$ cat src/rtl/sw_debounce_pkg.sv
// Board-level timing constants shared by the switch front-end.
// The default debounce window is derived from the system clock.
package sw_debounce_pkg;

    localparam int CLK_FREQ_HZ = 100_000_000;
    localparam int DEB_MS      = 10;
    localparam int DEB_CYCLES  = CLK_FREQ_HZ / 1000 * DEB_MS;

    // Counter width for a window of 'cycles' stable samples (terminal value cycles-1)
    function automatic int deb_cnt_w(input int cycles);
        return $clog2(cycles);
    endfunction

endpackage

$ cat src/rtl/sw_debounce_bit.sv
// One switch bit: 2-FF synchroniser, stability counter, debounced level
// and registered rise/fall pulses.
module debounce_bit
    import sw_debounce_pkg::*;
#(
    parameter int DEB_CYCLES = 4
) (
    input  logic clk,
    input  logic rst,
    input  logic din,
    output logic dout,
    output logic rise,
    output logic fall,
    output logic flip
);

    localparam int                CNT_W = deb_cnt_w(DEB_CYCLES);
    localparam logic [CNT_W-1:0]  TERM  = CNT_W'(DEB_CYCLES - 1);
    localparam logic [CNT_W-1:0]  ONE   = CNT_W'(1);
    localparam logic [CNT_W-1:0]  ZERO  = CNT_W'(0);

    logic             s1_r;
    logic             s2_r;
    logic [CNT_W-1:0] cnt_r;
    logic [CNT_W-1:0] cnt_nxt_s;
    logic             stable_r;
    logic             rise_r;
    logic             fall_r;
    logic             flip_s;

    // Next counter value and terminal-count detection; any agreement clears the count
    always_comb begin
        cnt_nxt_s = cnt_r;
        flip_s    = 1'b0;
        if (s2_r == stable_r) begin
            cnt_nxt_s = ZERO;
        end else if (cnt_r == TERM) begin
            cnt_nxt_s = ZERO;
            flip_s    = 1'b1;
        end else begin
            cnt_nxt_s = cnt_r + ONE;
        end
    end

    // Synchroniser, counter, stable level and edge pulses
    always_ff @(posedge clk or posedge rst) begin
        if (rst) begin
            s1_r     <= 1'b0;
            s2_r     <= 1'b0;
            cnt_r    <= ZERO;
            stable_r <= 1'b0;
            rise_r   <= 1'b0;
            fall_r   <= 1'b0;
        end else begin
            s1_r     <= din;
            s2_r     <= s1_r;
            cnt_r    <= cnt_nxt_s;
            stable_r <= stable_r ^ flip_s;
            rise_r   <= flip_s & ~stable_r;
            fall_r   <= flip_s & stable_r;
        end
    end

    assign dout = stable_r;
    assign rise = rise_r;
    assign fall = fall_r;
    // Combinational: lets the parent register an aggregate strobe on the same edge
    assign flip = flip_s;

endmodule

$ cat src/rtl/sw_debounce.sv
// Debounces WIDTH raw slide switches into a clean code for the 3-8 decoder,
// with per-bit rise/fall strobes and an any-bit change strobe.
module sw_debounce
    import sw_debounce_pkg::*;
#(
    parameter int WIDTH      = 3,
    parameter int DEB_CYCLES = sw_debounce_pkg::DEB_CYCLES
) (
    input  logic             clk,
    input  logic             rst,
    input  logic [WIDTH-1:0] sw_in,
    output logic [WIDTH-1:0] sw_out,
    output logic             sw_chg,
    output logic [WIDTH-1:0] sw_rise,
    output logic [WIDTH-1:0] sw_fall
);

    logic [WIDTH-1:0] stable_s;
    logic [WIDTH-1:0] rise_s;
    logic [WIDTH-1:0] fall_s;
    logic [WIDTH-1:0] flip_s;
    logic             chg_r;

    for (genvar i = 0; i < WIDTH; i++) begin : g_bit
        debounce_bit #(
            .DEB_CYCLES (DEB_CYCLES)
        ) u_bit (
            .clk  (clk),
            .rst  (rst),
            .din  (sw_in[i]),
            .dout (stable_s[i]),
            .rise (rise_s[i]),
            .fall (fall_s[i]),
            .flip (flip_s[i])
        );
    end

    // Change strobe: registered on the same edge as the bits that update
    always_ff @(posedge clk or posedge rst) begin
        if (rst) begin
            chg_r <= 1'b0;
        end else begin
            chg_r <= |flip_s;
        end
    end

    assign sw_out  = stable_s;
    assign sw_rise = rise_s;
    assign sw_fall = fall_s;
    assign sw_chg  = chg_r;

endmodule

$ cat config.mk
export PLATFORM = sky130hd
export DESIGN_NAME = sw_debounce
export DESIGN_NICKNAME = d
export VERILOG_FILES = /design/src/rtl/sw_debounce_pkg.sv /design/src/rtl/sw_debounce_bit.sv /design/src/rtl/sw_debounce.sv
export SDC_FILE = /design/constraint.sdc
export NUM_CORES = 1
export LEC_CHECK = 0
export CAP_MARGIN = 5
export CORE_MARGIN = 4
export CORE_UTILIZATION = 65
export CTS_CLUSTER_SIZE = 30
export DETAILED_ROUTE_END_ITERATION = 10
export MAX_ROUTING_LAYER = met4
export PLACE_DENSITY = 0.84
export SETUP_SLACK_MARGIN = 0.15
export SYNTH_ARGS = -nofsm -noshare
export SYNTH_HDL_FRONTEND = slang
export SYNTH_HIERARCHICAL = 1
export SYNTH_SLANG_ARGS = --single-unit
$ cat constraint.sdc
create_clock -name clk -period 3.4 [get_ports clk]
set_input_delay 0.68 -clock clk [delete_from_list [all_inputs] [get_ports clk]]
set_output_delay 0.68 -clock clk [all_outputs]
set_load 0.005 [all_outputs]
==> impl_results.md <==
* Status: complete, no violations
* Total die area at 7030 um^2
* Worst path depth at 1
* First-pass GRT wire length at 12200 um
* Number of cells on the worst hold path at 0
* Pin count of the biggest net entering global routing at 26
* CTS tree: done
* Routed WL per cell at 15.4 um
* GRT Residual Overflow at 0
* Total Nets Final at 372
* I/O pin total at 15
* Utilization after layout at 0.741
* Share of the synthesized area in the top cell type at 0.509
* Setup bufs post-CTS at 0
* Area added between synthesis and finish at 9.70%
* Async set-reset flop share out of synthesis at 1.00
* Hold Startpoint: g_bit[2].u_bit/s1_r
* Seq cells post-synth at 76
* Final GP Congestion at 0.779
* CTS clk-pin slew, worst paths at 0.08 ns
* Post-DR vias/cell at 5.94
* Post-route ant nets at 0
* Slew HR at 0.374
* Net switching power at 0.399 mW
* R2r setup slk at 1.46 ns
* Clock share of power at 0.389
* Cell count after synthesis at 345
* Reg-to-reg endpoint: g_bit[0].u_bit/cnt_r[2]
* Pre-antenna DRT Iters at 4
* CTS Buffer Depth at 2
* Initial antenna violation count at 0
* List of most frequent post-synthesis cells: 76 x dfrtp_1, 60 x nor2_1, 36 x xnor2_1, 16 x inv_1
* Sequential share of the synthesized area at 0.509
* Critical path required time at 2.72 ns
* Synth Warn # at 6
* Fin. Hold Viols at 0
* Predominant post-synthesis flop cell: dfrtp_1
* CP Class: flop to output pin
* CTS sink count at 76
* Slowest cell on crit path: clkdlybuf4s50_1
* Crit path capture type: output pin
* Fmax at 502 MHz
* Clock insertion delay at the later pin of the skew report at 0.35 ns
* WP buf/inv at 1
* Synth area leaders: dfrtp_1 51%, xnor2_1 8.4%, nor2_1 6.0%
* Resize count post-CTS at 0
* RSZ-0062 raised after global routing: no
* Top-count cell post-synth: dfrtp_1
* VDD IR-drop max at 0.000304 V
* Area after DPL at 3920 um^2
* Clock Skew at 0.00549 ns
* Filler Cell Count at 397
* Worst Tran Pin Value at 0.938 ns
* Pre-CTS setup slack at 1.43 ns
* Min Clock Period, post-route at 1.99 ns
* Routed wire length at 6780 um
* Min-Delay Endpoint: g_bit[2].u_bit/s2_r
* Total number of H-tree levels at 3
* Vias in the first global route at 2629
* Finished Layout Cells at 441
* Placed insts at 425
* Post-Syn Area at 3740 um^2
* Via count at 2621
* Power density over cell area at 391 nW/um^2
* Crit-path max cell delay at 0.54 ns
* Min-Delay Path Class: flop to flop
* MaxCap Viol Count at 0
* Core area at 5540 um^2
* Critical Path AT at 1.31 ns
* Post-DP HPWL at 4630 um
* Post-CTS Hold Fix Bufs at 0
* Syn_nets at 353
* Syn avg cell area at 10.8 um^2
* Leakage at 1.68 nW
* PnR worst setup slack at 1.41 ns
* R2R depth at 5
* Fin area at 4100 um^2
* Seq pwr share at 0.579
* Switching share of power at 0.249
* Share of cells above drive strength 1 at 0.117
* CTS buffer count at 9
* Post-synth EDFFs at 0
* Top delay family on crit path: buffers and inverters
* Startpoint Class: flop
* Reg-to-reg startpoint: g_bit[0].u_bit/cnt_r[0]
* Crit path max fanout at 5
* Int Pwr at 1.20 mW
* Final setup viols at 0
* Part of the power in combinational logic at 0.032
* Starting DRT DRC Count at 286
* Final TNS setup at 0 ns
* Chip height at 83.9 um
* Num rows at 27
* Critical-path cell list: clkdlybuf4s50_1
* Final max-slew violation count at 0
* Synth cell types at 34
* IO Port Bufs at 14
* Antenna fix cells at 0
* Root Driver: clkbuf_8
* All-Layer GR Usage at 0.222
* Die Width at 83.9 um
* Final critical-path share of the clock period at 0.586
* # DRC at 0
* Initial Util at 0.675
* Area leader, netlist: dfrtp_1
[flip-flops by register name (all words and copies together), names as in the netlist, named ones only]
signal	cells
sw_chg	1
g_bit.u_bit/s2_r	3
g_bit.u_bit/rise	3
g_bit.u_bit/s1_r	3
g_bit.u_bit/fall	3
g_bit.u_bit/cnt_r	60
[area by class of cell]
type | count | area (um^2) | share of cell area
Inverter | 16 | 60.1 | 0.0146
Clock buffer | 9 | 124 | 0.0302
Multi-Input combinational cell | 247 | 1730 | 0.421
Timing Repair Buffer | 14 | 140 | 0.0342
Tap cell | 72 | 90.1 | 0.0220
Clock inverter | 7 | 57.6 | 0.0140
Sequential cell | 76 | 1900 | 0.464
[logic make-up after synthesis]
kind of cell             share of synthesized area
multiplexers                                0.0201
adder cells (fa/ha/maj)                     0.0100
flip-flops                                   0.509
XOR/XNOR                                     0.105
AO/OA/AOI/OAI                               0.0462
AND/OR/NAND/NOR                              0.281
buffers and inverters                       0.0291
[per-stage QoR]
step	power, mW	hold WS, ns
2_1_floorplan	0.979	0.331
3_3_place_gp	0.995	0.332
3_5_place_dp	0.997	0.339
4_1_cts	1.62	0.362
5_1_grt	1.69	0.377
6_report	1.60	0.359
[layout by cell type (no fill, tap or decap), drive strengths merged, types with 9 or more instances in the layout]
cell type,count
clkdlybuf4s50,14
nand4,15
xnor2,36
dfrtp,76
nand3,15
nand2,9
clkbuf,9
nor3,15
nor2,60
nor4,15
inv,19
and3,12
xor2,9
[power by group through the flow]
stage	Sequential [mW]	Clock [mW]	Combinational (mW)
2_1_floorplan	0.942	0	0.0372
3_3_place_gp	0.944	0	0.0505
3_5_place_dp	0.945	0	0.0522
4_1_cts	0.927	0.644	0.0531
5_1_grt	0.929	0.697	0.0607
6_report	0.927	0.624	0.0513
[metal layers]
metal,vias to the layer above,GRT usage,part of all wire,routed length [um]
met1,1303,0.271,0.44,2980
met4,0,0.0775,0.017,117
met3,11,0.0721,0.051,345
li1,1246,-,-,-
met2,61,0.349,0.49,3340
met5,-,-,0,0
[how the worst max path moves through the flow]
stage / slack (ns) / from / to
after floorplan: 1.72 / g_bit[0].u_bit/cnt_r[0] / flop
after global placement: 1.45 / rst / g_bit[1].u_bit/cnt_r[7]
after detailed placement: 1.43 / rst / g_bit[0].u_bit/cnt_r[9]
after CTS: 1.38 / flop / sw_out[2]
after global routing: 1.26 / g_bit[0].u_bit/cnt_r[0] / g_bit[0].u_bit/cnt_r[14]
final: 1.41 / flop / sw_out[2]
No activity file was read; power rests on OpenSTA's default activity.
